<file path="src/rtl/karatsuba_pkg.sv">
// Shared helpers for the Karatsuba multiplier: latency and the derived half/sum/extended widths.
package karatsuba_pkg;

  // Edges from an accepted transfer to output_tvalid.
  function automatic int lat(input int mul_stages);
    return mul_stages + 3;
  endfunction

  function automatic int half_w(input int w);
    return w / 2;
  endfunction

  function automatic int sum_w(input int w);
    return w / 2 + 1;
  endfunction

  function automatic int ext_w(input int w);
    return w + 2;
  endfunction

endpackage

</file>
<file path="src/rtl/mult_stage_pipe.sv">
// Unsigned AW x BW multiplier followed by STAGES enabled registers.
module mult_stage_pipe #(
  parameter int AW     = 16,
  parameter int BW     = 16,
  parameter int STAGES = 2
) (
  input  logic               clk,
  input  logic               rst,
  input  logic               en,
  input  logic [AW-1:0]      a,
  input  logic [BW-1:0]      b,
  output logic [AW+BW-1:0]   p
);

  localparam int PW = AW + BW;

  logic [PW-1:0]             prod;
  logic [STAGES:1][PW-1:0]   pipe;

  // Operands widened to the full product width so the multiply is not truncated.
  assign prod = {{BW{1'b0}}, a} * {{AW{1'b0}}, b};

  always_ff @(posedge clk or negedge rst) begin
    if (!rst) begin
      pipe <= '0;
    end else if (en) begin
      pipe[1] <= prod;
      for (int i = 2; i <= STAGES; i++) pipe[i] <= pipe[i-1];
    end
  end

  assign p = pipe[STAGES];

endmodule

</file>
<file path="src/rtl/karatsuba_mult_pipe.sv">
// One-level Karatsuba WIDTH x WIDTH unsigned multiplier, fully pipelined with a single global stall enable.
module karatsuba_mult_pipe
  import karatsuba_pkg::*;
#(
  parameter int WIDTH      = 32,
  parameter int MUL_STAGES = 2,
  parameter int USER_W     = 4
) (
  input  logic                 clk,
  input  logic                 rst,
  input  logic [WIDTH-1:0]     input_a_tdata,
  input  logic                 input_a_tvalid,
  output logic                 input_a_tready,
  input  logic [WIDTH-1:0]     input_b_tdata,
  input  logic                 input_b_tvalid,
  output logic                 input_b_tready,
  input  logic [USER_W-1:0]    input_tuser,
  output logic [2*WIDTH-1:0]   output_tdata,
  output logic [USER_W-1:0]    output_tuser,
  output logic                 output_tvalid,
  input  logic                 output_tready
);

  localparam int H      = half_w(WIDTH);
  localparam int SW     = sum_w(WIDTH);
  localparam int EW     = ext_w(WIDTH);
  localparam int MW     = 2*H + 1;
  localparam int PW     = 2*WIDTH;
  localparam int STAGES = lat(MUL_STAGES);

  typedef struct packed {
    logic [H-1:0]  a_h;
    logic [H-1:0]  a_l;
    logic [H-1:0]  b_h;
    logic [H-1:0]  b_l;
    logic [SW-1:0] sa;
    logic [SW-1:0] sb;
  } s0_t;

  logic                           en, xfer;
  s0_t                            s0_q;
  logic [STAGES:0]                vld_pipe;
  logic [STAGES:0][USER_W-1:0]    usr_pipe;
  logic [2*H-1:0]                 p_hi, p_lo, p_hi_m, p_lo_m, p_hi_p;
  logic [EW-1:0]                  p_e;
  logic [MW-1:0]                  mid_d, mid_m;
  logic [PW-1:0]                  lo_d, lo_p, prod_d, prod_q;

  assign en             = !output_tvalid | output_tready;
  assign input_a_tready = en & input_b_tvalid;
  assign input_b_tready = en & input_a_tvalid;
  assign xfer           = en & input_a_tvalid & input_b_tvalid;

  // S0: split halves and pre-add, keeping the carry of each half sum.
  always_ff @(posedge clk or negedge rst) begin
    if (!rst) begin
      s0_q <= '0;
    end else if (xfer) begin
      s0_q.a_h <= input_a_tdata[WIDTH-1:H];
      s0_q.a_l <= input_a_tdata[H-1:0];
      s0_q.b_h <= input_b_tdata[WIDTH-1:H];
      s0_q.b_l <= input_b_tdata[H-1:0];
      s0_q.sa  <= {1'b0, input_a_tdata[WIDTH-1:H]} + {1'b0, input_a_tdata[H-1:0]};
      s0_q.sb  <= {1'b0, input_b_tdata[WIDTH-1:H]} + {1'b0, input_b_tdata[H-1:0]};
    end
  end

  mult_stage_pipe #(.AW(H), .BW(H), .STAGES(MUL_STAGES)) u_mul_hi (
    .clk(clk), .rst(rst), .en(en), .a(s0_q.a_h), .b(s0_q.b_h), .p(p_hi)
  );

  mult_stage_pipe #(.AW(H), .BW(H), .STAGES(MUL_STAGES)) u_mul_lo (
    .clk(clk), .rst(rst), .en(en), .a(s0_q.a_l), .b(s0_q.b_l), .p(p_lo)
  );

  mult_stage_pipe #(.AW(SW), .BW(SW), .STAGES(MUL_STAGES)) u_mul_e (
    .clk(clk), .rst(rst), .en(en), .a(s0_q.sa), .b(s0_q.sb), .p(p_e)
  );

  // Middle term is a_h*b_l + a_l*b_h, so it always fits in 2H+1 bits.
  assign mid_d  = MW'(p_e - {2'b00, p_hi} - {2'b00, p_lo});
  // The wide recombination is split over two stages: low part first, then the high product.
  assign lo_d   = PW'(p_lo_m) + (PW'(mid_m) << H);
  assign prod_d = (PW'(p_hi_p) << WIDTH) + lo_p;

  always_ff @(posedge clk or negedge rst) begin
    if (!rst) begin
      p_hi_m <= '0;
      p_lo_m <= '0;
      mid_m  <= '0;
      p_hi_p <= '0;
      lo_p   <= '0;
      prod_q <= '0;
    end else if (en) begin
      p_hi_m <= p_hi;
      p_lo_m <= p_lo;
      mid_m  <= mid_d;
      p_hi_p <= p_hi_m;
      lo_p   <= lo_d;
      prod_q <= prod_d;
    end
  end

  always_ff @(posedge clk or negedge rst) begin
    if (!rst) begin
      vld_pipe <= '0;
      usr_pipe <= '0;
    end else if (en) begin
      vld_pipe <= {vld_pipe[STAGES-1:0], xfer};
      usr_pipe <= {usr_pipe[STAGES-1:0], input_tuser};
    end
  end

  assign output_tdata  = prod_q;
  assign output_tuser  = usr_pipe[STAGES];
  assign output_tvalid = vld_pipe[STAGES];

endmodule

</file>
<file path="config.mk">
export PLATFORM = sky130hd
export DESIGN_NAME = karatsuba_mult_pipe
export DESIGN_NICKNAME = d
export VERILOG_FILES = /design/src/rtl/karatsuba_pkg.sv /design/src/rtl/mult_stage_pipe.sv /design/src/rtl/karatsuba_mult_pipe.sv
export SDC_FILE = /design/constraint.sdc
export NUM_CORES = 2
export LEC_CHECK = 0
export CORE_UTILIZATION = 50
export DETAILED_ROUTE_END_ITERATION = 16
export GPL_TIMING_DRIVEN = 0
export HOLD_SLACK_MARGIN = 0.02
export PLACE_DENSITY = 0.69
export REMOVE_ABC_BUFFERS = 1
export SKIP_CTS_REPAIR_TIMING = 1
export SYNTH_ARGS = -nofsm -noshare
export SYNTH_HDL_FRONTEND = slang
export SYNTH_SLANG_ARGS = --single-unit
</file>
<file path="constraint.sdc">
create_clock -name clk -period 6.7 [get_ports clk]
set_input_delay 2.01 -clock clk [delete_from_list [all_inputs] [get_ports clk]]
set_output_delay 2.01 -clock clk [all_outputs]
set_load 0.01 [all_outputs]
</file>
==> metrics.txt <==
run status completed; Synth top cells by count nand2_1, inv_1, fa_1, dfrtp_1, ha_1; post-synthesis cell count about 5800; worst max-slew margin expressed relative to the limit approximately a quarter; data required time at the worst endpoint 7.22 ns; worst setup skew after layout ~0.034 ns; pins over their slew limit 0; RSZ-0062 raised after global routing true; Pre-Repair DR Iteration Count 6; class of the tightest hold or removal check reg2reg; total length of routed wires 130400 µm; global placement routability congestion a little over 0.9; vias in the first global route 39580; Area contributors post-synth dfrtp_1, fa_1, nand2_1; distinct cell type count after synthesis 74; HPWL after detailed placement 98970 µm; sink count of the clock tree roughly 570; number of maximum-capacitance constraint violations 0; critical path, cell by cell nand2_1 > fa_1 > fa_1 > inv_1 > fa_1 > inv_1 > fa_1 > fa_1 > fa_1 > inv_1 > ha_1 > a21oi_2 > o211ai_1 > a221oi_2 > buf_4 > o211ai_1 > a21oi_2 > o21ai_1 > a221o_1 > xnor2_2 > o21ai_0; placed inst area 54920 µm²; maximum buffer depth of the clock tree 3; slowest CP cell dfrtp_2; Max Fanout on Critical Path 17; Yosys warnings 0; first-pass GRT wire length 213500 µm; clock tree from TritonCTS yes; CP peak stage delay 0.65 ns; clock buffer count from CTS just under 70; number of setup violations in the final report 0; proportion of synthesized chip area in sequential cells 27.10%; via-per-instance ratio 5.348; layout overhead on the synthesized area 10.13%; maximum level of the CTS H-tree 3; source-to-sink clock delay at the later pin of the worst-skew pair 0.66 ns; startpoint of the most critical setup path s0_q[52]; Die Y-Extent about 330 µm; width of the chip 325.0 µm; flip-flop cell with the highest count after synthesis dfrtp_1; total count of hold-check failures in the final report 0; count of unresolved DRC violations after routing 0; maximum number of pins on one net before global-route repair around 120; Mapped Avg Cell Area 8.966 µm²; CTS root buffer clkbuf_16; area enclosed by the die boundary ~110000 µm²; f_max around 150 MHz; Reg clk slew, reported paths 0.06 ns; PortBufs 143; final design area excluding fillers ~57000 µm²; Synth Register Bits roughly 570; Global Route Usage Sum 25.40%; antenna violations before repair 1; cell mode on critical path fa_1; startpoint of the most critical register-to-register path s0_q[52]; mean routed wirelength per cell 18.04 µm; number of fillers in the final layout 9306; Worst setup EP type flop; buffers and inverters on the worst path 4; category of the most critical setup path reg2reg; startpoint of the lowest-slack hold path vld_pipe[4]; library cell with the largest summed area after synthesis dfrtp_1; Net count, final around 6900; proportion of netlist area held by the largest area contributor 27.10%; post-synthesis instance area 52170 µm²; number of enable flip-flop cells after synthesis 0; final critical-path share of the clock period a little over nine tenths; floorplan row count 118; vias after detailed routing just under 40000; Worst Max-Slew Pin Slew between 1 and 1.5 ns; core region area 103500 µm²; I/O pin count 144; data arrival time of the worst path between 7 and 8 ns; family with the most delay on the worst path adder cells; starting utilization of the core area approximately 50%; Worst Setup Start Kind flop; most used standard cell by instance count after synthesis nand2_1; DRT iter0 DRCs between 2000 and 3000; proportion of register bits with asynchronous set or reset after synthesis 100.0%; total grt overflow 0; minimum period implied by the final worst setup slack 6.604 ns; fraction of layout cells with a size suffix above 1 4.326%; antenna viol nets, final 0; WHS 0.4598 ns
[worst min-delay path, cell delays in order, from the launching register on]
cell     delay, ns
dfrtp_1       0.33
nand2_1       0.05
nand2_1       0.05
[cell type report]
type | count | area, µm² | area share [%]
multi-input combinational | 4206 | 34160 | 59.46
sequential | 565 | 14250 | 24.81
inverter | 787 | 2954 | 5.142
timing repair buffer | 172 | 2052 | 3.572
clock buffer | 85 | 1866 | 3.247
tap | 1380 | 1727 | 3.005
clock inverter | 33 | 436.7 | 0.7601
antenna | 1 | 2.502 | 0.004356
[registers in the layout, indices dropped and copies added (netlist names)]
register and cells:
lo_p 50, mid_m 33, output_tdata 64, output_tuser 4
p_hi_m 32, p_hi_p 32, p_lo_m 32, s0_q 98
u_mul_e.p 33, u_mul_e.pipe 33, u_mul_hi.p 32, u_mul_hi.pipe 32
u_mul_lo.p 32, u_mul_lo.pipe 32, usr_pipe 20, vld_pipe 6
[metal layers]
metal  vias to the layer above  global-route usage [%]  wire (µm)
li1                      18150                       -          -
met1                     19140                   34.68      57230
met2                      1097                   40.75      60090
met3                       269                   3.945       7675
met4                         0                   9.895       5459
met5                         -                       0          0
[cells in the final DEF, fill, tap and decap left out, types with 13 or more instances in the layout]
cell type and count:
o21ai_0 296, nand2b_1 24, clkinv_2 14, buf_16 13, a211oi_1 20, nand4_1 13
ha_1 412, nand2_1 1421, o21ai_1 19, dfrtp_2 60, dfrtp_1 494, o21a_1 25
nor2b_1 23, o21bai_1 19, o31ai_1 15, nor3_1 27, xnor2_1 106, a31oi_1 15
a21o_1 78, clkbuf_16 68, clkdlybuf4s50_1 142, a21oi_1 220, and2_1 358, xor2_1 89
nand3_1 40, nor2_1 173, fa_1 647, inv_1 787, and3_1 25
[kinds of logic (layout without fill, tap and decap cells)]
| logic type | count (synthesis) | in the layout | synth area share, % |
|---|---|---|---|
| AOI/OAI and AO/OA | 794 | 794 | 9.138 |
| xor gates and xnor gates | 197 | 197 | 3.308 |
| adders and majority gates | 1059 | 1059 | 34.71 |
| buffers and inverters | 1047 | 1077 | 7.562 |
| DFF | 565 | 565 | 27.10 |
| muxes | 4 | 4 | 0.08394 |
| other | 0 | 1 | 0 |
| and+or+nand+nor | 2152 | 2152 | 18.09 |
[through the flow]
step | instances | setup TNS, ns | setup WS [ns] | util, %
6_report | 7229 | 0 | 0.09600 | 55.51
2_1_floorplan | 5558 | -4284.59 | -10.83 | -
3_3_place_gp | 7081 | - | -22.13 | 52.50
5_1_grt | 7228 | -0.2165 | -0.1919 | 55.51
4_1_cts | 7222 | -1.619 | -0.5486 | 55.29
3_5_place_dp | 7104 | -1.345 | -0.5205 | 53.06
[path summary, 6_finish.rpt]
path / end / slack, ns / cells past startpoint
worst min-delay path: vld_pipe[4] / 0.46 / 2
worst max register to register: u_mul_hi.pipe[28] / 0.1 / 21
min in group asynchronous: usr_pipe[7] / 1.23 / 1
max in group asynchronous: p_hi_m[19] / 3.96 / 3
worst min register to register: vld_pipe[4] / 0.46 / 2
worst max-delay path: u_mul_hi.pipe[28] / 0.1 / 21
Power is not shown: default switching activity piles up to over one toggle a cycle in this logic, so the estimate is an artifact.
